===== config.mk =====
export PLATFORM = sky130hd
export DESIGN_NAME = ctl_seq
export DESIGN_NICKNAME = d
export VERILOG_FILES = /design/src/rtl/ctl_pkg.sv /design/src/rtl/ctl_byte_seq.sv /design/src/rtl/ctl_seq.sv
export SDC_FILE = /design/constraint.sdc
export NUM_CORES = 1
export LEC_CHECK = 0
export ABC_AREA = 1
export CORE_MARGIN = 1.5
export CORE_UTILIZATION = 23
export DETAILED_ROUTE_END_ITERATION = 16
export PLACE_DENSITY = 0.55
export SKIP_CTS_REPAIR_TIMING = 1
export SLEW_MARGIN = 10
export SYNTH_ARGS = -nofsm -noshare
export SYNTH_HDL_FRONTEND = slang
export SYNTH_SLANG_ARGS = --single-unit

===== constraint.sdc =====
create_clock -name clk -period 1.95 [get_ports clk]
set_input_delay 0.195 -clock clk [delete_from_list [all_inputs] [get_ports clk]]
set_output_delay 0.195 -clock clk [all_outputs]
set_load 0.02 [all_outputs]

===== src/rtl/ctl_pkg.sv =====
// Shared definitions for the control sequencer: opcodes, size codes, FSM states.
// Latency: n/a (constants, types and a pure helper function only).
// Backpressure: n/a.
package ctl_pkg;

  localparam logic [7:0] CTL_NOP        = 8'h00;
  localparam logic [7:0] CTL_LOAD_IMM   = 8'h01;
  localparam logic [7:0] CTL_READ_ADDR  = 8'h02;
  localparam logic [7:0] CTL_WRITE_ADDR = 8'h03;

  localparam logic [1:0] SZ_1 = 2'd0;
  localparam logic [1:0] SZ_2 = 2'd1;
  localparam logic [1:0] SZ_4 = 2'd2;
  localparam logic [1:0] SZ_8 = 2'd3;

  typedef enum logic [2:0] {
    IDLE = 3'd0,
    EXEC = 3'd1,
    RSRC = 3'd2,
    BUS  = 3'd3,
    WB   = 3'd4
  } ctl_state_t;

  // Byte count for a size code: 1, 2, 4 or 8.
  function automatic logic [3:0] nbytes(input logic [1:0] size);
    return 4'd1 << size;
  endfunction

endpackage


===== src/rtl/ctl_byte_seq.sv =====
// Byte-serial bus sequencer: walks count bytes from base over a req/ack handshake.
// Latency: bus_req rises the cycle after start; one byte per acked cycle, back-to-back on zero wait.
// Backpressure: address, direction and write byte are held while bus_req && !bus_ack.
module ctl_byte_seq #(
  parameter int DATA_W = 64,
  parameter int ADDR_W = 17
) (
  input  logic              clk,
  input  logic              rst,
  input  logic              start,
  input  logic [ADDR_W-1:0] base,
  input  logic [3:0]        count,
  input  logic              we,
  input  logic [DATA_W-1:0] wdata,
  input  logic              bus_ack,
  input  logic [7:0]        bus_data_in,
  output logic              bus_req,
  output logic              bus_we,
  output logic [ADDR_W-1:0] addr_out,
  output logic [7:0]        data_out,
  output logic [7:0]        rbyte,
  output logic              rvalid,
  output logic              last,
  output logic [3:0]        idx
);

  logic              active;
  logic [3:0]        idx_q;
  logic [3:0]        cnt_q;
  logic [ADDR_W-1:0] base_q;
  logic              we_q;
  logic [DATA_W-1:0] shreg;
  logic              is_last;

  assign is_last = (idx_q == cnt_q - 4'd1);

  // Transfer bookkeeping: load on start, advance one byte per ack, stop after the final ack.
  always_ff @(posedge clk) begin
    if (rst) begin
      active <= 1'b0;
      idx_q  <= '0;
      cnt_q  <= '0;
      base_q <= '0;
      we_q   <= 1'b0;
      shreg  <= '0;
    end else if (start) begin
      active <= 1'b1;
      idx_q  <= '0;
      cnt_q  <= count;
      base_q <= base;
      we_q   <= we;
      shreg  <= wdata;
    end else if (active && bus_ack) begin
      if (is_last) begin
        // Keep index and write byte so the bus outputs hold their final value.
        active <= 1'b0;
      end else begin
        idx_q <= idx_q + 4'd1;
        shreg <= shreg >> 8;
      end
    end
  end

  // Address wraps naturally by truncation to ADDR_W.
  assign addr_out = base_q + ADDR_W'(idx_q);
  assign data_out = shreg[7:0];
  assign bus_we   = we_q;
  assign bus_req  = active;
  assign rbyte    = bus_data_in;
  assign rvalid   = active && bus_ack && !we_q;
  assign last     = active && bus_ack && is_last;
  assign idx      = idx_q;

endmodule


===== src/rtl/ctl_seq.sv =====
// Control sequencer: NOP / load-immediate / multi-byte LE bus load and store to a register bank.
// Latency: NOP, LOAD_IMM and errors complete 1 cycle after accept; bus ops complete n+2 cycles after on zero-wait acks.
// Backpressure: one op in flight; op_ready low from accept until return to IDLE; bus stalls via bus_ack.
module ctl_seq
  import ctl_pkg::*;
#(
  parameter int DATA_W = 64,
  parameter int ADDR_W = 17,
  parameter int SEL_W  = 6
) (
  input  logic              clk,
  input  logic              rst,
  input  logic              op_valid,
  output logic              op_ready,
  input  logic [7:0]        ctl_op,
  input  logic [SEL_W-1:0]  reg_sel,
  input  logic [1:0]        size,
  input  logic [DATA_W-1:0] data_in,
  output logic              done,
  output logic              err,
  output logic              regbank_we,
  output logic [SEL_W-1:0]  regbank_sel,
  output logic [DATA_W-1:0] regbank_valout,
  output logic [SEL_W-1:0]  regbank_rsel,
  input  logic [DATA_W-1:0] regbank_rdata,
  output logic              bus_req,
  output logic              bus_we,
  input  logic              bus_ack,
  output logic [ADDR_W-1:0] addr_out,
  output logic [7:0]        data_out,
  input  logic [7:0]        bus_data_in
);

  ctl_state_t        state, state_nxt;
  logic [7:0]        op_q;
  logic [SEL_W-1:0]  sel_q;
  logic [1:0]        size_q;
  logic [ADDR_W-1:0] base_q;
  logic [DATA_W-1:0] acc;
  logic [DATA_W-1:0] acc_nxt;
  logic [DATA_W-1:0] val_q;
  logic              accept;
  logic              too_big;
  logic              seq_start;
  logic              seq_we;
  logic [7:0]        rbyte;
  logic              rvalid;
  logic              seq_last;
  logic [3:0]        idx;

  assign op_ready = (state == IDLE) && !rst;
  assign accept   = op_valid && op_ready;
  assign too_big  = (32'(nbytes(size_q)) << 3) > 32'(DATA_W);
  assign acc_nxt  = acc | (DATA_W'(rbyte) << {idx, 3'b000});

  assign regbank_sel    = sel_q;
  assign regbank_rsel   = sel_q;
  assign regbank_valout = val_q;

  ctl_byte_seq #(
    .DATA_W (DATA_W),
    .ADDR_W (ADDR_W)
  ) u_byte_seq (
    .clk         (clk),
    .rst         (rst),
    .start       (seq_start),
    .base        (base_q),
    .count       (nbytes(size_q)),
    .we          (seq_we),
    .wdata       (regbank_rdata),
    .bus_ack     (bus_ack),
    .bus_data_in (bus_data_in),
    .bus_req     (bus_req),
    .bus_we      (bus_we),
    .addr_out    (addr_out),
    .data_out    (data_out),
    .rbyte       (rbyte),
    .rvalid      (rvalid),
    .last        (seq_last),
    .idx         (idx)
  );

  // FSM state register.
  always_ff @(posedge clk) begin
    if (rst) state <= IDLE;
    else     state <= state_nxt;
  end

  // Operation latch, read accumulator and write-back value register.
  always_ff @(posedge clk) begin
    if (rst) begin
      op_q   <= '0;
      sel_q  <= '0;
      size_q <= '0;
      base_q <= '0;
      acc    <= '0;
      val_q  <= '0;
    end else begin
      if (accept) begin
        op_q   <= ctl_op;
        sel_q  <= reg_sel;
        size_q <= size;
        base_q <= data_in[ADDR_W-1:0];
        if (ctl_op == CTL_LOAD_IMM) val_q <= data_in;
      end
      if (state == EXEC) begin
        acc <= '0;
      end else if (rvalid) begin
        acc <= acc_nxt;
        // Final byte: freeze the assembled word for the WB cycle and beyond.
        if (seq_last) val_q <= acc_nxt;
      end
    end
  end

  // Next-state decode and completion/strobe outputs.
  always_comb begin
    state_nxt  = state;
    done       = 1'b0;
    err        = 1'b0;
    regbank_we = 1'b0;
    seq_start  = 1'b0;
    seq_we     = 1'b0;
    unique case (state)
      IDLE: if (accept) state_nxt = EXEC;
      EXEC: begin
        state_nxt = IDLE;
        case (op_q)
          CTL_NOP: done = 1'b1;
          CTL_LOAD_IMM: begin
            regbank_we = 1'b1;
            done       = 1'b1;
          end
          CTL_READ_ADDR: begin
            if (too_big) begin
              done = 1'b1;
              err  = 1'b1;
            end else begin
              seq_start = 1'b1;
              state_nxt = BUS;
            end
          end
          CTL_WRITE_ADDR: begin
            if (too_big) begin
              done = 1'b1;
              err  = 1'b1;
            end else begin
              state_nxt = RSRC;
            end
          end
          default: begin
            done = 1'b1;
            err  = 1'b1;
          end
        endcase
      end
      RSRC: begin
        // regbank_rdata for sel_q is captured by the byte sequencer at this edge.
        seq_start = 1'b1;
        seq_we    = 1'b1;
        state_nxt = BUS;
      end
      BUS: begin
        if (seq_last) begin
          if (bus_we) begin
            done      = 1'b1;
            state_nxt = IDLE;
          end else begin
            state_nxt = WB;
          end
        end
      end
      WB: begin
        regbank_we = 1'b1;
        done       = 1'b1;
        state_nxt  = IDLE;
      end
      default: state_nxt = IDLE;
    endcase
  end

endmodule


After elaboration in Yosys (flattened, before gate mapping)
Cells that the tools add are included.

word-level totals
  register bits after elaboration = 255
  bits in latches = 0
  bits in writable memories = 0
  ROM bits = 0
  input bits = 156
  output and inout bits = 107
  word-level logic and storage cells = 83
  memories = 0

operators by class
  add/subtract/negate cells = 3
  multipliers = 0
  div/mod/pow operators = 0
  magnitude comparators = 1
  eq/ne operators = 12
  shift-type cells = 2
  multiplexer cells = 31
  bitwise operators = 2
  reduce and logical (&&, ||, !) cells = 19

operators by type and width
  cell                                                                    number
  64-bit 2-to-1 mux                                                       8
  64-bit OR                                                               1
  8-bit by 7-bit << shifter with 64-bit output                            1
  17-bit by 4-bit adder with 17-bit output                                1
  8-bit by 1-bit equality test with 1-bit output (second input constant)  2
  8-bit by 2-bit equality test with 1-bit output (second input constant)  2
  1-bit 2-to-1 mux                                                        12
  3-bit one-hot mux with 4 select lines                                   1
  3-bit 2-to-1 mux                                                        3
  8-bit zero test                                                         1
  2-bit AND reduction                                                     4
  2-bit OR reduction                                                      4
  7-bit > comparator (second input constant)                              1
  3-bit by 2-bit equality test with 1-bit output (second input constant)  2
  2-bit != test (second input constant)                                   3
  1-bit one-hot mux with 2 select lines                                   3
  1-bit logical AND                                                       5
  4-bit by 1-bit adder with 4-bit output (second input constant)          1
  4-bit equality test                                                     1
  2-bit 2-to-1 mux                                                        2
  2-bit one-hot mux with 2 select lines                                   1
  2-bit nonzero test                                                      2
  1-bit by 2-bit << shifter with 4-bit output (first input constant)      1
  4-bit by 1-bit subtractor with 4-bit output (second input constant)     1
  other kinds (6)                                                         7

Longest topological paths before layout
Gate-level depths: netlist (run 1).

  depth in word-level cells = 7
  depth in mapped cells = 14

By module
A second synthesis (run 1) with hierarchy kept.

unflattened totals
  cells, all modules = 1781
  area total of the unflattened synthesis = 12369.4 µm²

modules (own cells, without submodules)
  module        times used  cells each  area each (µm²)  sequential area each (µm²)
  ctl_seq       1           1127        7637.3           3283.1
  ctl_byte_seq  1           654         4732.0           1821.7

Worst setup path before layout (run 1)
No wires, ideal clock.

  path type = reg-to-output
  from = register u_byte_seq.idx_q[0], in the netlist u_byte_seq.idx[0]
  to = output port addr_out[10]
  arrival time = 1.866 ns
  data required time = 1.755 ns
  path slack = -0.111 ns
  cell stages (with the launch flop) = 9
  path buffers = 0
  cell sequence = dfxtp_1 > ha_1 > inv_1 > fa_1 > inv_1 > a31oi_1 > nor3_1 > nand2_1 > xor2_1

on the way
  longest elaborated chain between the ends = 1

RTL lines
  item                                      RTL line            text
  start, declared                           ctl_byte_seq.sv:28  logic [3:0] idx_q;
  start signal, assigned                    ctl_byte_seq.sv:58  idx_q <= idx_q + 4'd1;
  17-bit by 4-bit adder with 17-bit output  ctl_byte_seq.sv:65  assign addr_out = base_q + ADDR_W'(idx_q);
  end, declared                             ctl_seq.sv:29       output logic [ADDR_W-1:0] addr_out,

Every way passes these cells.

Final worst setup path (run 1)
Ends and elaborated chain as after synthesis.

==> insert_results.sql, run 1 <==
INSERT INTO impl_metrics (metric_group, metric, value, unit) VALUES
('status', 'outcome', 'complete, but fails checks', ''),
('status', 'failed_checks', 'negative setup slack', ''),
('die', 'initial_utilization', '23.4', '%'),
('clocking', 'clk_root_buffer_cell', 'sky130_fd_sc_hd__clkbuf_16', ''),
('worst_setup_path', 'crit_slowest_cell', 'sky130_fd_sc_hd__dfxtp_2', ''),
('worst_setup_path', 'worstSetupStartpointType', 'flip-flop', ''),
('clocking', 'cts_tree', 'done', ''),
('worst_setup_path', 'timing.critical_path.required', '1.75', 'ns'),
('placed_design', 'pre_cts_ws', '-0.585', 'ns'),
('power_and_ir_drop', 'pwr-share-clk', '47.1', '%'),
('grt', 'number_of_global_route_vias_before_repair', '12600', ''),
('power_and_ir_drop', 'power_density', '707', 'mW/mm^2'),
('grt', 'overflow', '0', ''),
('die', 'ios', '263', ''),
('route', 'drt_pass1_iterations', '5', ''),
('min_path', 'worst_hold_path_type', 'input pin to flip-flop', ''),
('power_and_ir_drop', 'internal-power', '9320', 'uW'),
('sta', 'setup_violations', '55', ''),
('power_and_ir_drop', 'ir_worst_vdd', '0.519', 'mV'),
('worst_setup_path', 'worstPathMaxFanout', '3', ''),
('clocking', 'cts-buffers-inserted', '31', ''),
('worst_setup_path', 'worst_path_largest_cell_delay', '0.35', 'ns'),
('logic_synthesis', 'ys.warnings.count', '0', ''),
('clocking', 'clock_tree.htree_level_count', '1', ''),
('logic_synthesis', 'synth_top_flop_cell', 'sky130_fd_sc_hd__dfxtp_1', ''),
('worst_setup_path', 'chain_of_cells_forming_the_critical_path', 'ha_4 > inv_2 > fa_2 > inv_2 > a31oi_4 > nor3_4 > nand2_2 > xor2_2 > buf_6', ''),
('logic_synthesis', 'ys_types', '30', ''),
('worst_setup_path', 'cp_class', 'flip-flop to output pin', ''),
('sta', 'relative_max_transition_margin', '47.0', '%'),
('sta', 'fin_setup_tns', '-6.65', 'ns'),
('placed_design', 'buffer_ports.inserted', '262', ''),
('logic_synthesis', 'synthesis.nets', '2128', ''),
('worst_setup_path', 'crit_end_category', 'output pin', ''),
('sta', 'hold_violations', '0', ''),
('sta', 'final_cycle_share', '127', '%'),
('final_layout', 'layout.cells.non_filler', '2916', ''),
('route', 'met3_wirelength', '2330', 'microns'),
('grt', 'grt_max_degree', '88', ''),
('logic_synthesis', 'netlist.area_leader.share', '40.3', '%'),
('route', 'wl_per_cell', '14.7', 'microns'),
('power_and_ir_drop', 'static-leakage-power', '0.00727', 'uW'),
('worst_setup_path', 'path_common_cell', 'sky130_fd_sc_hd__inv_2', ''),
('worst_setup_path', 'timing.critical_path.arrival', '2.28', 'ns'),
('logic_synthesis', 'post_synth_inst_count', '1965', ''),
('sta', 'clock.fmax', '0.404', 'GHz'),
('worst_setup_path', 'cp_top_family', 'adder cells', ''),
('route', 'post-route-drc-count', '0', ''),
('final_layout', 'nFillCells', '5816', ''),
('route', 'drt_iter0_drc', '891', ''),
('route', 'final_antenna_net_count', '0', ''),
('final_layout', 'finalNetCount', '2361', ''),
('clocking', 'clk-insertion-delay-late', '0.59', 'ns'),
('die', 'core_area', '0.0541', 'sq mm'),
('logic_synthesis', 'post-synth-top-count-cell', 'sky130_fd_sc_hd__nand2_1', ''),
('logic_synthesis', 'ys_ff_latch', '255', ''),
('die', 'rows', '85', ''),
('sta', 'timing.clock.skew', '0.0150', 'ns'),
('logic_synthesis', 'synth_top_family_by_area', 'simple AND/OR/NAND/NOR gates', ''),
('logic_synthesis', 'netlist.top_cell.by_area', 'sky130_fd_sc_hd__dfxtp_1', ''),
('logic_synthesis', 'summed_instance_area_of_the_synthesized_netlist', '0.0127', 'sq mm'),
('final_layout', 'areaGrowthSynthToFinish', '38.8', '%'),
('logic_synthesis', 'syn_avg_cell_area', '6.44', 'sq um'),
('sta', 'holdWs', '0.166', 'ns'),
('grt', 'antenna_found_initial', '0', ''),
('placed_design', 'hpwlAfterDp', '30200', 'microns'),
('final_layout', 'final_util', '32.4', '%'),
('sta', 'grt_setup_unrepaired', 'true', ''),
('power_and_ir_drop', 'power.share.sequential', '43.0', '%'),
('logic_synthesis', 'post_synthesis_compound_gate_area_fraction', '7.92', '%'),
('logic_synthesis', 'post_synth_and_or_nand_nor_area_fraction', '41.3', '%'),
('sta', 'timing.final.ws_setup', '-0.524', 'ns');
-- worst register-to-register path, delay by kind of cell, from the launching register on --
kind / cells / cell delay (ns)
flops: 1 / 0.33
buf+inv: 3 / 0.38
fa+ha+maj: 1 / 0.23
compound gates: 1 / 0.06
simple gates: 5 / 0.70
xor+xnor: 1 / 0.12
-- final timing paths --
kind | slack (ns) | cells past startpoint | startpoint | endpoint
worst max register to register | -0.03 | 11 | u_byte_seq.cnt_q[1]$_SDFFE_PP0N_ | u_byte_seq.shreg[28]$_SDFFE_PP0P_
worst min register to register | 0.47 | 2 | base_q[2]$_SDFFE_PP0P_ | u_byte_seq.base_q[2]$_SDFFE_PP0N_
worst max-delay path | -0.52 | 9 | u_byte_seq.idx[0]$_SDFFE_PP0P_ | addr_out[10]
worst min-delay path | 0.17 | 3 | reg_sel[3] | regbank_rsel[3]$_SDFFE_PP0P_
-- logic make-up (layout without fill, tap and decap cells) --
family / after synthesis / in the layout
AO/OA/AOI/OAI: 193 / 193
XOR/XNOR: 16 / 16
adder cells (fa/ha/maj): 7 / 7
AND/OR/NAND/NOR: 1285 / 1285
buffers and inverters: 209 / 464
flip-flops: 255 / 255
-- per-stage QoR --
stage / power [uW] / cell area [sq um]
global placement: 6640 / 16300
CTS: 12600 / 17300
detailed placement: 6650 / 16300
floorplan: 6000 / 12700
global route: 12900 / 17600
finish: 12400 / 17600
-- placed cells by master (no fill, tap or decap), types with 4 or more instances in the layout --
cell | Yosys | routed
sky130_fd_sc_hd__nand2_1 | 742 | 731
sky130_fd_sc_hd__dfxtp_1 | 255 | 245
sky130_fd_sc_hd__clkdlybuf4s50_1 | 0 | 239
sky130_fd_sc_hd__nor2_1 | 238 | 230
sky130_fd_sc_hd__nand3_1 | 206 | 203
sky130_fd_sc_hd__a21oi_1 | 147 | 146
sky130_fd_sc_hd__nor3_1 | 83 | 81
sky130_fd_sc_hd__buf_4 | 23 | 70
sky130_fd_sc_hd__inv_1 | 49 | 39
sky130_fd_sc_hd__clkbuf_16 | 0 | 32
sky130_fd_sc_hd__o21ai_0 | 30 | 27
sky130_fd_sc_hd__buf_12 | 0 | 26
sky130_fd_sc_hd__inv_2 | 8 | 16
sky130_fd_sc_hd__nand2_2 | 3 | 11
sky130_fd_sc_hd__a22oi_1 | 11 | 11
sky130_fd_sc_hd__buf_6 | 20 | 11
sky130_fd_sc_hd__xor2_1 | 12 | 10
sky130_fd_sc_hd__dfxtp_2 | 0 | 10
sky130_fd_sc_hd__nand4_1 | 9 | 9
sky130_fd_sc_hd__clkinv_2 | 0 | 9
sky130_fd_sc_hd__nor2_2 | 1 | 5
sky130_fd_sc_hd__clkbuf_1 | 47 | 5
sky130_fd_sc_hd__nand3_2 | 1 | 4
sky130_fd_sc_hd__nor2_4 | 0 | 4
sky130_fd_sc_hd__ha_4 | 0 | 4
sky130_fd_sc_hd__clkbuf_8 | 0 | 4
-- state kept, by name (all words and copies together) (netlist names) --
signal              flops
regbank_rsel            6
u_byte_seq.idx          4
state                   3
regbank_valout         64
size_q                  2
u_byte_seq.bus_we       1
base_q                 17
u_byte_seq.shreg       64
u_byte_seq.cnt_q        4
op_q                    8
acc                    64
u_byte_seq.bus_req      1
u_byte_seq.base_q      17
-- power by group through the flow --
stage	sequential, uW	combinational (uW)	clock (uW)
finish	5340	1220	5860
global route	5350	1330	6260
CTS	5340	1200	6030
detailed placement	5450	1200	0
global placement	5450	1190	0
floorplan	5460	540	0
-- metal layers --
metal / track usage, % / up-vias
li1: - / 6752
met1: 18.9 / 5938
met2: 25.6 / 312
met3: 2.69 / 58
met4: 3.44 / 0
met5: 0 / -
-- layout make-up --
cell class              instances  area, sq um  share of cell area (%)
multi-input cells            1501         6700                    38.1
flip-flops and latches        255         5120                    29.1
repair buffers                352         3630                    20.7
well taps                     696          871                    4.96
clock buffers                  40          850                    4.84
inverters                      57          216                    1.23
clock inverters                15          179                    1.02
No activity file was read; power rests on OpenSTA's default activity.
==> run 2: changes to the inputs <==
--- a/config.mk
+++ b/config.mk
@@ -6,9 +6,9 @@
 export NUM_CORES = 1
 export LEC_CHECK = 0
 export ABC_AREA = 1
-export CORE_MARGIN = 1.5
 export CORE_UTILIZATION = 23
 export DETAILED_ROUTE_END_ITERATION = 16
+export HOLD_SLACK_MARGIN = 0.02
 export PLACE_DENSITY = 0.55
 export SKIP_CTS_REPAIR_TIMING = 1
 export SLEW_MARGIN = 10
==> insert_results.sql, run 2 (synthesis gave the netlist of run 1 again) <==
INSERT INTO impl_metrics (metric_group, metric, value, unit) VALUES
('status', 'outcome', 'complete, but fails checks', ''),
('status', 'failed_checks', 'negative setup slack', ''),
('power_and_ir_drop', 'ir_worst_vdd', '0.548', 'mV'),
('min_path', 'hold-path-endpoint', 'regbank_rsel[0]$_SDFFE_PP0P_', ''),
('worst_setup_path', 'crit_end_category', 'output pin', ''),
('clocking', 'cts-buffers-inserted', '31', ''),
('placed_design', 'pre_cts_ws', '-0.589', 'ns'),
('die', 'fp.dieArea', '0.0560', 'sq mm'),
('die', 'fp.dieW', '237', 'microns'),
('worst_setup_path', 'timing.critical_path.required', '1.75', 'ns'),
('min_path', 'worst_hold_path_type', 'input pin to flip-flop', ''),
('route', 'post-route-drc-count', '0', ''),
('sta', 'timing.clock.skew', '0.0202', 'ns'),
('grt', 'number_of_global_route_vias_before_repair', '12800', ''),
('placed_design', 'buffer_ports.inserted', '262', ''),
('route', 'drt_iter0_drc', '818', ''),
('final_layout', 'layout.cells.non_filler', '2928', ''),
('min_path', 'min-delay-start', 'reg_sel[0]', ''),
('grt', 'global_route_wire_length_before_repair', '67700', 'microns'),
('grt', 'antenna_found_initial', '1', ''),
('clocking', 'cts_tree', 'done', ''),
('grt', 'overflow', '0', ''),
('clocking', 'clk_root_buffer_cell', 'sky130_fd_sc_hd__clkbuf_16', ''),
('sta', 'worstMarginPinSlew', '0.777', 'ns'),
('route', 'wl_per_cell', '14.6', 'microns'),
('min_path', 'hold_depth', '3', ''),
('final_layout', 'finalNetCount', '2370', ''),
('power_and_ir_drop', 'power_density', '712', 'mW/mm^2'),
('route', 'final_antenna_net_count', '0', ''),
('clocking', 'clock_tree.htree_level_count', '1', ''),
('sta', 'timing.final.ws_setup', '-0.496', 'ns'),
('clocking', 'clk-insertion-delay-late', '0.58', 'ns'),
('sta', 'final_max_slew_viol_count', '0', ''),
('placed_design', 'dpl.cell_count', '2860', ''),
('placed_design', 'hpwlAfterDp', '30600', 'microns'),
('sta', 'grt_setup_unrepaired', 'true', ''),
('worst_setup_path', 'r2r-end', 'regbank_valout[30]$_SDFF_PP0_', ''),
('final_layout', 'area.sequential', '0.00512', 'sq mm'),
('sta', 'hold_violations', '0', ''),
('worst_setup_path', 'crit-reg2reg-launch', 'u_byte_seq.cnt_q[0]$_SDFFE_PP0N_', ''),
('placed_design', 'gp_congestion', '0.884', ''),
('clocking', 'path_clk_slew', '0.06', 'ns'),
('worst_setup_path', 'timing.critical_path.arrival', '2.25', 'ns'),
('route', 'wirelength', '42800', 'microns'),
('die', 'ios', '263', ''),
('worst_setup_path', 'worstSetupStartpointType', 'flip-flop', ''),
('final_layout', 'final_layout_size_suffix_gt1_share', '11.5', '%'),
('worst_setup_path', 'reg2reg_depth', '11', ''),
('die', 'rows', '85', ''),
('sta', 'final.min_clock_period', '2.45', 'ns'),
('final_layout', 'nFillCells', '5762', ''),
('final_layout', 'area_of_the_multi_input_gates', '0.00679', 'sq mm'),
('job', 'cap_viol_max_count', '0', ''),
('sta', 'final_cycle_share', '125', '%'),
('worst_setup_path', 'worstPathMaxFanout', '3', ''),
('grt', 'grtUsageTotal', '14.7', '%'),
('power_and_ir_drop', 'static-leakage-power', '0.00735', 'uW'),
('sta', 'relative_max_transition_margin', '48.2', '%'),
('route', 'vias', '13200', ''),
('worst_setup_path', 'cp_class', 'flip-flop to output pin', ''),
('final_layout', 'commonest_non_fill_non_tap_cells_in_the_layout', 'sky130_fd_sc_hd__nand2_1 (729), sky130_fd_sc_hd__dfxtp_1 (245), sky130_fd_sc_hd__clkdlybuf4s50_1 (239), sky130_fd_sc_hd__nor2_1 (227), sky130_fd_sc_hd__nand3_1 (201)', ''),
('sta', 'fin_setup_tns', '-6.51', 'ns'),
('final_layout', 'areaGrowthSynthToFinish', '40.2', '%'),
('die', 'core_area', '0.0541', 'sq mm'),
('die', 'initial_utilization', '23.4', '%'),
('clocking', 'clock_tree.buffer_depth', '3', ''),
('sta', 'clock.fmax', '0.409', 'GHz'),
('clocking', 'number_of_sinks_driven_by_the_clock_tree', '255', ''),
('route', 'viasPerCell', '4.51', ''),
('grt', 'grt_max_degree', '70', ''),
('worst_setup_path', 'rrSetupSlack', '0', 'ns'),
('die', 'die_height', '237', 'microns'),
('route', 'drt_pass1_iterations', '5', ''),
('final_layout', 'final_common_cell', 'sky130_fd_sc_hd__nand2_1', ''),
('sta', 'setup_violations', '18', '');
==> run 2: cell count changes in the layout (fill, tap and decap cells not counted), sizes merged <==
cell,before,now
dlymetal6s2s,3,2
diode,0,1
buf,108,118
clkinv,12,13
bufinv,3,5
clkbuf,42,40
clkinvlp,1,2
==> run 2: worst max-delay path, stage by stage (launching register included) <==
cell	delay (ns)
sky130_fd_sc_hd__dfxtp_2	0.35
sky130_fd_sc_hd__ha_4	0.14
sky130_fd_sc_hd__inv_2	0.03
sky130_fd_sc_hd__fa_2	0.36
sky130_fd_sc_hd__inv_2	0.08
sky130_fd_sc_hd__a31oi_4	0.14
sky130_fd_sc_hd__nor3_4	0.19
sky130_fd_sc_hd__nand2_2	0.09
sky130_fd_sc_hd__xor2_2	0.15
sky130_fd_sc_hd__buf_6	0.13
==> run 2: cell type report <==
type                    count  area share (%)
clock inverters            19            1.35
clock buffers              38            4.75
well taps                 696            4.91
diodes                      1          0.0141
multi-input cells        1501            38.3
flip-flops and latches    255            28.9
repair buffers            361            20.6
inverters                  57            1.25
==> run 2: how the worst max path moves through the flow <==
stage,startpoint,end,slack (ns),cells past startpoint
finish,u_byte_seq.idx[0]$_SDFFE_PP0P_,addr_out[10],-0.50,9
global route,u_byte_seq.base_q[1]$_SDFFE_PP0N_,addr_out[10],-0.62,8
CTS,u_byte_seq.idx[0]$_SDFFE_PP0P_,addr_out[10],-1.23,9
detailed placement,u_byte_seq.idx[0]$_SDFFE_PP0P_,addr_out[10],-0.59,9
global placement,u_byte_seq.idx[0]$_SDFFE_PP0P_,addr_out[8],-0.52,9
floorplan,u_byte_seq.idx[0]$_SDFFE_PP0P_,addr_out[16],-0.006,8
==> run 2: where the power goes <==
group          total, uW  internal (uW)  switching (uW)
Clock               6070           3720            2350
Sequential          5350           5300            48.1
Combinational       1210            549             663
==> run 2: per-layer routing <==
layer | wire length, microns | global-route usage [%] | vias to the layer above
met5 | 0 | 0 | -
met4 | 1190 | 4.47 | 0
met3 | 2310 | 2.83 | 68
met2 | 20400 | 25.2 | 323
met1 | 18800 | 18.6 | 6049
li1 | - | - | 6764
==> run 2: metrics by stage <==
step | util, % | hold slack [ns] | instance area (sq um) | power [uW]
after global routing | 32.8 | 0.162 | 17700 | 13200
after detailed placement | 30.0 | 0.455 | 16200 | 6650
after CTS | 32.0 | 0.138 | 17300 | 12800
after floorplan | - | 0.305 | 12700 | 6000
after global placement | 30.0 | 0.455 | 16200 | 6640
final | 32.8 | 0.177 | 17700 | 12600
==> run 3: changes to the inputs <==
--- a/config.mk
+++ b/config.mk
@@ -11,7 +11,7 @@
 export HOLD_SLACK_MARGIN = 0.02
 export PLACE_DENSITY = 0.55
 export SKIP_CTS_REPAIR_TIMING = 1
-export SLEW_MARGIN = 10
+export SLEW_MARGIN = 20
 export SYNTH_ARGS = -nofsm -noshare
 export SYNTH_HDL_FRONTEND = slang
 export SYNTH_SLANG_ARGS = --single-unit
==> constraint.sdc (replaced) <==
create_clock -name clk -period 1.95 [get_ports clk]
set_input_delay 0.195 -clock clk [delete_from_list [all_inputs] [get_ports clk]]
set_output_delay 0.195 -clock clk [all_outputs]
set_load 0.05 [all_outputs]
==> insert_results.sql, run 3 (synthesis gave the netlist of run 1 again) <==
INSERT INTO impl_metrics (metric_group, metric, value, unit) VALUES
('status', 'outcome', 'complete, but fails checks', ''),
('final_layout', 'areaGrowthSynthToFinish', '43.5', '%'),
('sta', 'clock.fmax', '0.387', 'GHz'),
('route', 'wirelength', '43600', 'microns'),
('power_and_ir_drop', 'internal-power', '9620', 'uW'),
('clocking', 'cts-buffers-inserted', '31', ''),
('power_and_ir_drop', 'power.share.sequential', '41.9', '%'),
('power_and_ir_drop', 'netSwitchingPower', '3130', 'uW'),
('grt', 'overflow', '0', ''),
('die', 'fp.dieW', '237', 'microns'),
('worst_setup_path', 'crit_end_category', 'output pin', ''),
('final_layout', 'final_common_cell', 'sky130_fd_sc_hd__nand2_1', ''),
('placed_design', 'gp_congestion', '0.815', ''),
('route', 'final_antenna_net_count', '0', ''),
('die', 'fp.dieArea', '0.0560', 'sq mm'),
('route', 'post-route-drc-count', '0', ''),
('power_and_ir_drop', 'static-leakage-power', '0.00867', 'uW'),
('placed_design', 'pre_cts_ws', '-0.328', 'ns'),
('worst_setup_path', 'rrSetupSlack', '0.08', 'ns'),
('die', 'rows', '85', ''),
('power_and_ir_drop', 'pwr-share-comb', '11.1', '%'),
('worst_setup_path', 'timing.critical_path.arrival', '2.39', 'ns'),
('clocking', 'number_of_sinks_driven_by_the_clock_tree', '255', ''),
('min_path', 'min-delay-start', 'reg_sel[1]', ''),
('job', 'cap_viol_max_count', '0', ''),
('route', 'viasPerCell', '4.47', ''),
('sta', 'final.min_clock_period', '2.59', 'ns'),
('clocking', 'clock_tree.buffer_depth', '3', ''),
('worst_setup_path', 'reg2reg_depth', '9', ''),
('min_path', 'hold_depth', '3', ''),
('grt', 'antenna_found_initial', '5', ''),
('min_path', 'worst_hold_path_type', 'input pin to flip-flop', ''),
('power_and_ir_drop', 'power_density', '702', 'mW/mm^2'),
('die', 'core_area', '0.0541', 'sq mm'),
('route', 'drt_pass1_iterations', '5', ''),
('status', 'failed_checks', 'negative setup slack', ''),
('worst_setup_path', 'timing.critical_path.required', '1.75', 'ns'),
('sta', 'hold_violations', '0', ''),
('placed_design', 'hpwlAfterDp', '30700', 'microns'),
('sta', 'relative_max_transition_margin', '53.6', '%'),
('sta', 'final_cycle_share', '133', '%'),
('placed_design', 'buffer_ports.inserted', '262', ''),
('power_and_ir_drop', 'swShare', '24.6', '%'),
('route', 'vias', '13000', ''),
('min_path', 'hold-path-endpoint', 'regbank_rsel[1]$_SDFFE_PP0P_', ''),
('clocking', 'clock_tree.htree_level_count', '1', ''),
('sta', 'worstMarginPinSlew', '0.696', 'ns'),
('route', 'wl_per_cell', '15.0', 'microns'),
('sta', 'final_max_slew_viol_count', '0', ''),
('worst_setup_path', 'worstSetupStartpointType', 'flip-flop', ''),
('power_and_ir_drop', 'ir_worst_vdd', '0.545', 'mV'),
('clocking', 'clk-insertion-delay-late', '0.56', 'ns'),
('final_layout', 'commonest_non_fill_non_tap_cells_in_the_layout', 'sky130_fd_sc_hd__nand2_1 (728), sky130_fd_sc_hd__dfxtp_1 (248), sky130_fd_sc_hd__nor2_1 (228), sky130_fd_sc_hd__nand3_1 (201), sky130_fd_sc_hd__clkdlybuf4s50_1 (158)', ''),
('sta', 'setup_violations', '18', ''),
('power_and_ir_drop', 'pwr-share-clk', '47.0', '%'),
('sta', 'timing.clock.skew', '0.00880', 'ns'),
('sta', 'timing.final.ws_setup', '-0.636', 'ns'),
('grt', 'grt_max_degree', '65', ''),
('final_layout', 'finalNetCount', '2353', ''),
('die', 'initial_utilization', '23.4', '%'),
('final_layout', 'final_layout_size_suffix_gt1_share', '11.1', '%'),
('route', 'drt_iter0_drc', '937', ''),
('die', 'die_height', '237', 'microns'),
('grt', 'global_route_wire_length_before_repair', '68300', 'microns'),
('worst_setup_path', 'r2r-end', 'u_byte_seq.shreg[32]$_SDFFE_PP0P_', ''),
('clocking', 'cts_tree', 'done', ''),
('sta', 'fin_setup_tns', '-7.79', 'ns'),
('die', 'ios', '263', ''),
('worst_setup_path', 'crit-reg2reg-launch', 'u_byte_seq.idx[0]$_SDFFE_PP0P_', ''),
('grt', 'grtUsageTotal', '15.0', '%'),
('sta', 'grt_setup_unrepaired', 'true', ''),
('worst_setup_path', 'worstPathMaxFanout', '3', ''),
('clocking', 'path_clk_slew', '0.06', 'ns'),
('worst_setup_path', 'cp_class', 'flip-flop to output pin', ''),
('grt', 'number_of_global_route_vias_before_repair', '12500', ''),
('clocking', 'clk_root_buffer_cell', 'sky130_fd_sc_hd__clkbuf_16', '');
-- run 3: changes by cell type in the layout (fill, tap and decap cells not counted), sizes merged --
cell,before,now
inv,56,55
dlymetal6s2s,2,73
clkbuf,40,46
buf,118,111
clkinv,13,8
clkdlybuf4s50,239,158
dlygate4sd3,0,1
bufinv,5,4
-- run 3: how the worst max path moves through the flow --
stage                     depth (start not counted)            to                         startpoint
after floorplan                                   6   addr_out[4]     u_byte_seq.idx[0]$_SDFFE_PP0P_
after global placement                            9  addr_out[16]     u_byte_seq.idx[0]$_SDFFE_PP0P_
after detailed placement                          9  addr_out[14]     u_byte_seq.idx[0]$_SDFFE_PP0P_
after CTS                                         9  addr_out[14]     u_byte_seq.idx[0]$_SDFFE_PP0P_
after global routing                              9   addr_out[6]  u_byte_seq.base_q[0]$_SDFFE_PP0N_
final                                             9   addr_out[6]  u_byte_seq.base_q[0]$_SDFFE_PP0N_
-- run 3: power groups by stage --
stage	registers [uW]	logic, uW	clock network (uW)
after floorplan	5490	624	0
final	5340	1410	5990
after CTS	5340	1380	6180
after global routing	5350	1520	6390
after global placement	5450	1370	0
after detailed placement	5450	1370	0
-- run 3: metal layers --
layer  track usage (%)  wire, microns  vias to the layer above
li1                  -              -                     6727
met1              20.4          20500                     5845
met2              23.8          19500                      364
met3              3.01           2690                       65
met4              4.03            887                        8
met5                 0             50                        -
-- run 3: final cells by class --
class,count,area (sq um)
Clock inverter,12,166
Antenna cell,1,2.50
Fill cell,5734,36000
Inverter,57,223
Clock buffer,45,898
Timing Repair Buffer,344,3980
Tap cell,696,871
Multi-Input combinational cell,1501,6920
Sequential cell,255,5110
-- run 3: worst max-delay path, cell delays in order, from the launching register on --
cell	delay [ns]
sky130_fd_sc_hd__dfxtp_2	0.35
sky130_fd_sc_hd__ha_4	0.14
sky130_fd_sc_hd__inv_2	0.04
sky130_fd_sc_hd__fa_2	0.39
sky130_fd_sc_hd__inv_2	0.08
sky130_fd_sc_hd__a31oi_4	0.13
sky130_fd_sc_hd__nor3_4	0.24
sky130_fd_sc_hd__buf_6	0.14
sky130_fd_sc_hd__xor2_4	0.16
sky130_fd_sc_hd__buf_12	0.15
-- run 3: stage by stage --
stage | hold WS, ns | total power [uW] | instances | util [%] | cell area (sq um)
2_1_floorplan | 0.305 | 6120 | 1965 | - | 12800
4_1_cts | -0.0255 | 12900 | 2899 | 32.5 | 17600
3_5_place_dp | 0.461 | 6830 | 2842 | 30.5 | 16500
3_3_place_gp | 0.455 | 6820 | 2842 | 30.5 | 16500
5_1_grt | 0.171 | 13300 | 2910 | 33.6 | 18200
6_report | 0.184 | 12700 | 2911 | 33.6 | 18200
